[src/rtl/pipe_regs_if.sv]
// Bundle of pipeline-register control inputs, stage buses and registered outputs.
// The master drives stage results and control; the slave (pipe_regs) returns the registers.
interface pipe_regs_if;
  logic         F_stall;
  logic         D_stall;
  logic         D_bubble;
  logic         E_bubble;
  logic         setcc;
  logic [63:0]  f_predPC;
  logic [147:0] f_bus;
  logic [219:0] d_bus;
  logic [144:0] e_bus;
  logic [143:0] m_bus;
  logic [2:0]   e_cc;

  logic [63:0]  F_predPC;
  logic [147:0] D_reg;
  logic [219:0] E_reg;
  logic [144:0] M_reg;
  logic [143:0] W_reg;
  logic [2:0]   cc;
  logic         halted;

  modport master (
    output F_stall, D_stall, D_bubble, E_bubble, setcc,
           f_predPC, f_bus, d_bus, e_bus, m_bus, e_cc,
    input  F_predPC, D_reg, E_reg, M_reg, W_reg, cc, halted
  );

  modport slave (
    input  F_stall, D_stall, D_bubble, E_bubble, setcc,
           f_predPC, f_bus, d_bus, e_bus, m_bus, e_cc,
    output F_predPC, D_reg, E_reg, M_reg, W_reg, cc, halted
  );
endinterface

[src/rtl/pipe_regs.sv]
// Y86-style F/D/E/M/W pipeline registers with stall/bubble control, condition
// codes and a sticky halt that freezes everything once a bad status retires.
module pipe_regs (
  input  logic        clk,
  input  logic        rst,
  pipe_regs_if.slave  pif
);
  localparam logic [3:0] STAT_AOK = 4'b1000;
  localparam logic [3:0] ICODE_NOP = 4'h1;
  localparam logic [3:0] ICODE_OPQ = 4'h6;
  localparam logic [3:0] REG_NONE = 4'hF;

  localparam logic [147:0] BUB_D = {STAT_AOK, ICODE_NOP, 4'h0, REG_NONE, REG_NONE, 64'd0, 64'd0};
  localparam logic [219:0] BUB_E = {STAT_AOK, ICODE_NOP, 4'h0, 64'd0, 64'd0, 64'd0,
                                    REG_NONE, REG_NONE, REG_NONE, REG_NONE};
  localparam logic [144:0] BUB_M = {STAT_AOK, ICODE_NOP, 1'b0, 64'd0, 64'd0, REG_NONE, REG_NONE};
  localparam logic [143:0] BUB_W = {STAT_AOK, ICODE_NOP, 64'd0, 64'd0, REG_NONE, REG_NONE};

  logic [63:0]  r_f_pred_pc;
  logic [147:0] r_d;
  logic [219:0] r_e;
  logic [144:0] r_m;
  logic [143:0] r_w;
  logic [2:0]   r_cc;
  logic         r_halted;

  logic [3:0] w_e_icode;
  logic [3:0] w_w_stat;
  logic       w_run;

  assign w_e_icode = r_e[215:212];
  assign w_w_stat  = r_w[143:140];
  // Gating uses the registered flag, so the edge that sets halt still updates normally.
  assign w_run     = ~r_halted;

  always_ff @(posedge clk or posedge rst) begin
    if (rst) begin
      r_f_pred_pc <= 64'd0;
      r_d         <= BUB_D;
      r_e         <= BUB_E;
      r_m         <= BUB_M;
      r_w         <= BUB_W;
      r_cc        <= 3'b100;
      r_halted    <= 1'b0;
    end else if (w_run) begin
      if (!pif.F_stall)
        r_f_pred_pc <= pif.f_predPC;

      if (!pif.D_stall) begin
        if (pif.D_bubble)
          r_d <= BUB_D;
        else
          r_d <= pif.f_bus;
      end

      if (pif.E_bubble)
        r_e <= BUB_E;
      else
        r_e <= pif.d_bus;

      r_m <= pif.e_bus;
      r_w <= pif.m_bus;

      if (pif.setcc && (w_e_icode == ICODE_OPQ))
        r_cc <= pif.e_cc;

      if (w_w_stat != STAT_AOK)
        r_halted <= 1'b1;
    end
  end

  assign pif.F_predPC = r_f_pred_pc;
  assign pif.D_reg    = r_d;
  assign pif.E_reg    = r_e;
  assign pif.M_reg    = r_m;
  assign pif.W_reg    = r_w;
  assign pif.cc       = r_cc;
  assign pif.halted   = r_halted;
endmodule

[src/flat_wrapper.sv]
// flat-port wrapper written by rule: the top's interface ports become plain ports
module pipe_regs_flat 
  (clk, rst, pif_F_stall, pif_D_stall, pif_D_bubble, pif_E_bubble, pif_setcc, pif_f_predPC, pif_f_bus, pif_d_bus, pif_e_bus, pif_m_bus, pif_e_cc, pif_F_predPC, pif_D_reg, pif_E_reg, pif_M_reg, pif_W_reg, pif_cc, pif_halted);
  pipe_regs_if pif_i ();
  input  logic clk;
  input  logic rst;
  input wire logic [$bits(pif_i.F_stall)-1:0] pif_F_stall;
  input wire logic [$bits(pif_i.D_stall)-1:0] pif_D_stall;
  input wire logic [$bits(pif_i.D_bubble)-1:0] pif_D_bubble;
  input wire logic [$bits(pif_i.E_bubble)-1:0] pif_E_bubble;
  input wire logic [$bits(pif_i.setcc)-1:0] pif_setcc;
  input wire logic [$bits(pif_i.f_predPC)-1:0] pif_f_predPC;
  input wire logic [$bits(pif_i.f_bus)-1:0] pif_f_bus;
  input wire logic [$bits(pif_i.d_bus)-1:0] pif_d_bus;
  input wire logic [$bits(pif_i.e_bus)-1:0] pif_e_bus;
  input wire logic [$bits(pif_i.m_bus)-1:0] pif_m_bus;
  input wire logic [$bits(pif_i.e_cc)-1:0] pif_e_cc;
  output wire logic [$bits(pif_i.F_predPC)-1:0] pif_F_predPC;
  output wire logic [$bits(pif_i.D_reg)-1:0] pif_D_reg;
  output wire logic [$bits(pif_i.E_reg)-1:0] pif_E_reg;
  output wire logic [$bits(pif_i.M_reg)-1:0] pif_M_reg;
  output wire logic [$bits(pif_i.W_reg)-1:0] pif_W_reg;
  output wire logic [$bits(pif_i.cc)-1:0] pif_cc;
  output wire logic [$bits(pif_i.halted)-1:0] pif_halted;
  assign pif_i.F_stall = pif_F_stall;
  assign pif_i.D_stall = pif_D_stall;
  assign pif_i.D_bubble = pif_D_bubble;
  assign pif_i.E_bubble = pif_E_bubble;
  assign pif_i.setcc = pif_setcc;
  assign pif_i.f_predPC = pif_f_predPC;
  assign pif_i.f_bus = pif_f_bus;
  assign pif_i.d_bus = pif_d_bus;
  assign pif_i.e_bus = pif_e_bus;
  assign pif_i.m_bus = pif_m_bus;
  assign pif_i.e_cc = pif_e_cc;
  assign pif_F_predPC = pif_i.F_predPC;
  assign pif_D_reg = pif_i.D_reg;
  assign pif_E_reg = pif_i.E_reg;
  assign pif_M_reg = pif_i.M_reg;
  assign pif_W_reg = pif_i.W_reg;
  assign pif_cc = pif_i.cc;
  assign pif_halted = pif_i.halted;
  pipe_regs u_core (.clk(clk), .rst(rst), .pif(pif_i));
endmodule
[config.mk]
export PLATFORM = sky130hd
export DESIGN_NAME = pipe_regs_flat
export DESIGN_NICKNAME = d
export VERILOG_FILES = /design/src/rtl/pipe_regs_if.sv /design/src/rtl/pipe_regs.sv /design/src/flat_wrapper.sv
export SDC_FILE = /design/constraint.sdc
export NUM_CORES = 1
export LEC_CHECK = 0
export BUFFER_PORTS_ARGS = -buffer_cell sky130_fd_sc_hd__buf_2
export CELL_PAD_IN_SITES_DETAIL_PLACEMENT = 0
export CELL_PAD_IN_SITES_GLOBAL_PLACEMENT = 1
export CORE_AREA = 4 4 567 569
export CTS_CLUSTER_DIAMETER = 100
export DETAILED_ROUTE_END_ITERATION = 8
export DIE_AREA = 0 0 571 573
export GPL_ROUTABILITY_DRIVEN = 0
export PLACE_DENSITY_LB_ADDON = 0.08
export SKIP_LAST_GASP = 1
export SYNTH_ARGS = -nofsm -noshare
export SYNTH_HDL_FRONTEND = slang
export SYNTH_SLANG_ARGS = --single-unit
export TNS_END_PERCENT = 5
[constraint.sdc]
create_clock -name clk -period 50 [get_ports clk]
set_input_delay 7.5 -clock clk [delete_from_list [all_inputs] [get_ports clk]]
set_output_delay 7.5 -clock clk [all_outputs]
set_load 0.005 [all_outputs]
* Word level (Yosys, flattened, before mapping)
Cells that the tools add are included.
** Storage, ports and cells
- ROM bits :: 0
- Input bits :: 731
- Latch bits :: 0
- RAM bits :: 0
- Output and inout port bits :: 725
- Memories kept :: 0
- Word-level logic and storage cells :: 20
- Register bits after elaboration :: 725
** Cells by class
- Equality and inequality tests :: 2
- $add $sub $neg :: 0
- Reduce and logical (&&, ||, !) cells :: 4
- Bitwise operators :: 3
- $mul :: 0
- $lt $le $gt $ge :: 0
- Shift-type cells :: 0
- Muxes and demuxes :: 4
- Div/mod/pow operators :: 0
** Operators by type and width (count)
- $mux 220 :: 1
- $mux 148 :: 1
- $reduce_and 2->1 :: 3
- $eq 4x3->1 const B :: 1
- $ne 4x4->1 const B :: 1
- $not 1->1 :: 3
- $mux 1 :: 2
- $logic_and 1x1->1 :: 1

* Logic depth before layout (Yosys ltp)
- Word-level depth :: 3
- Gate-level depth with buffers :: 7
- Depth with buffers taken out :: 3

* Worst setup path before layout
Ideal clock, no wire load.
- Kind :: in2reg
- From :: input pif_D_stall
- To :: register u_core.r_d[100], in the netlist u_core.pif.D_reg[100]
- Stages on the path :: 7
- Arrival :: 8.327 ns
- Buffers on the path :: 4
- Library setup time :: 0.132 ns
- Setup slack :: 41.540 ns
- Data required time :: 49.868 ns
- Cells stage by stage :: or2_1 buf_6 buf_6 buf_6 buf_6 nand2_1 o21ai_1
** On the way
- Cells in the longest elaborated chain, start to end :: 2
** Ends and longest elaborated chain
- from (decl) :: RTL line flat_wrapper.sv:8 : input wire logic [$bits(pif_i.D_stall)-1:0] pif_D_stall;
- $not 1->1 (no source line)
- $reduce_and 2->1 (no source line)
- to (signal assigned) :: RTL line pipe_regs.sv:53 : r_d <= pif.f_bus;
- to (decl) :: RTL line pipe_regs.sv:20 : logic [147:0] r_d;
No other way between the ends.
A chain may end at the register's enable or synchronous reset.

==> out/metrics.cfg <==
[status]
status=complete, no violations

[global_route]
grt_pass1_wl_microns=234500
grt_usage_pct=10.43
grt_max_degree=126
grt_pass1_vias=23604
antenna_found_initial=194
overflow=0

[floorplan]
die_area_sq_um=327200
core.rowCount=207
start_util_pct=8.621
die-height_microns=573
die_x_microns=571
core_area_sq_um=316800
ios=1456

[sta]
slew_headroom_pct=31.06
setup_viol=0
timing.final.hold_violations=0
fin_crit_sh_pct=21.20
min_period_ps=10600
fmaxAchievable_mhz=94.35
finClkSkew_ps=67.28
drv_slew=0
grt_setup_unrepaired=false
setup-tns-final_ps=0
worst_pin_slew_ps=1034

[power]
p_clk_share_pct=49.2
pwr-share-seq_pct=40.9
p_switching_mw=0.4260
p_per_area_nw_per_um2=37.07
p_int_mw=1.167
combPwrFrac_pct=10.0
p_sw_share_pct=26.73
power_mw=1.593
ir_drop_mv=0.02769
p_leak_nw=20.03

[detailed_routing]
wl_met3_microns=19900
top_layer_used=met5
drt_iter0_drc=720
via_count=22152
wire_per_inst_microns=23.14
drc=0
routed_via_density=2.872
ant_nets=0
wirelength_microns=178400
wl_met1_microns=67280
wl_met2_microns=86090
firstDrtPassIters=4

[synth]
ys_types=21
ys_seq_elements=725
synthesis.area_sq_um=27310
synth_top_area_share_pct=61.94
synth_edf_count=0
ys_seq_area_share_pct=66.66
syn_inst=1929
synth_flop_cell=dfrtp_1
synth_warnings=0
async_reset_ff_share_pct=100.0
synthTopCellsByCount=dfrtp_1 (676), mux2_2 (348), a22o_1 (201)
synth_top_cell_by_area=dfrtp_1
synth.net_count=2660
avgSynthCellArea_sq_um=14.16
synth_most_common_cell=dfrtp_1
synthTopCellsByArea=dfrtp_1 (62%), mux2_2 (14%), a22o_1 (6.4%)

[clock_tree]
cts_resized=0
clk_latency_ps=840
numCtsBuffers=112
cts.sinks=725
cts.clk_slew.worst_paths_ps=60
ctsHtreeMaxLevel=3
clockRootBuffer=clkbuf_16
clock_path_buffers=4
postCtsSetupRepairBufs=0
postCtsHoldBufs=0
cts_tree=done

[setup_path]
crit_required_ps=50800
end_kind=asynchronous set/reset pin
path_buf_inv=6
critPathMaxFanout=125
start_kind=input port
path_cells=buf_2 > inv_8 > buf_4 > buf_4 > buf_12 > buf_4
arrival_ps=11400
cpLargestDelayFamily=buffers and inverters
crit_slowest_cell=buf_4
path_common_cell=buf_4
crit_type=input port to asynchronous set/reset pin
cpPeakStageDelay_ps=870

[finish]
drive_above_1_share_pct=59.14
fin_nets=4123
area_growth_pct=57.38
largest_reg_flops=220

[placed_design]
portBuffers=1455
dpl.hpwl_microns=140900

[hold_path]
hp-class=flip-flop to flip-flop

[run]
drv_cap=0

-- through the flow --
step / util [%] / std cells / worst slack, ps / area, sq um / hold WS, ps
floorplan: - / 1929 / 22240 / 27310 / 434.3
global placement: 12.40 / 7458 / 38190 / 39270 / 450.9
detailed placement: 12.40 / 7458 / 38250 / 39270 / 457.4
CTS: 13.53 / 7658 / 39220 / 42840 / 465.8
global route: 13.53 / 7664 / 38790 / 42860 / 476.7
finish: 13.57 / 7712 / 39400 / 42980 / 458.9
-- power groups by stage --
stage	clock (mW)	combinational, mW	sequential (mW)
after floorplan	0	0.0471	0.661
after global placement	0	0.169	0.662
after detailed placement	0	0.168	0.662
after CTS	0.833	0.168	0.652
after global routing	0.850	0.177	0.656
final	0.783	0.159	0.651
-- path summary, 6_finish.rpt --
path / start / cells after the start / end / slack, ps
max in group clk: pif_E_bubble / 5 / u_core.pif.E_reg[119] / 40710
worst max-delay path: rst / 6 / u_core.pif.M_reg[38] / 39400
worst min register to register: u_core.pif.D_reg[129] / 2 / u_core.pif.D_reg[129] / 460
worst min-delay path: u_core.pif.D_reg[129] / 2 / u_core.pif.D_reg[129] / 460
min in group asynchronous: rst / 2 / u_core.pif.W_reg[37] / 6810
worst max register to register: u_core.pif.halted / 6 / u_core.pif.W_reg[26] / 45510
-- layout make-up --
type / instances / area [sq um]
diodes: 54 / 135.1
fillers: 36095 / 273800
well taps: 4180 / 5230
inverters: 1 / 11.26
multi-input cells: 1065 / 8282
repair buffers: 1487 / 7537
flip-flops and latches: 725 / 18210
clock buffers: 179 / 3385
clock inverters: 21 / 190.2
-- worst min-delay path, delay by kind of cell (launching register included) --
kind | cells | cell delay [ps]
simple gates | 1 | 40
compound gates | 1 | 50
flops | 1 | 360
-- cell families (layout without fill, tap and decap cells) --
family	after synthesis	count (layout)	synth area share [%]
AOI/OAI and AO/OA	368	368	9.507
muxes	356	356	14.68
buffers and inverters	139	1688	3.051
other	0	54	0
and+or+nand+nor	341	341	6.103
DFF	725	725	66.66
-- per-layer routing --
| layer | track usage (%) | up-vias |
|---|---|---|
| met4 | 2.176 | 116 |
| li1 | - | 9766 |
| met5 | 0 | - |
| met2 | 18.15 | 1136 |
| met3 | 5.121 | 391 |
| met1 | 11.40 | 10743 |
-- cells in the final DEF, fill, tap and decap left out, types with 2 or more instances in the layout --
master      instances
mux2_1              8
clkinv_8            3
dfstp_2            49
nor2_1             28
clkinv_2           12
dfrtp_1           675
diode_2            54
nor2_4              2
clkinvlp_4          3
nand2b_1          139
o21ai_1           140
buf_4              32
clkbuf_16         112
a22o_1            201
clkbuf_8           33
buf_2            1454
mux2_2            348
o21ai_0            27
clkbuf_1           34
nand2_1           168
No activity file was read; power rests on OpenSTA's default activity.
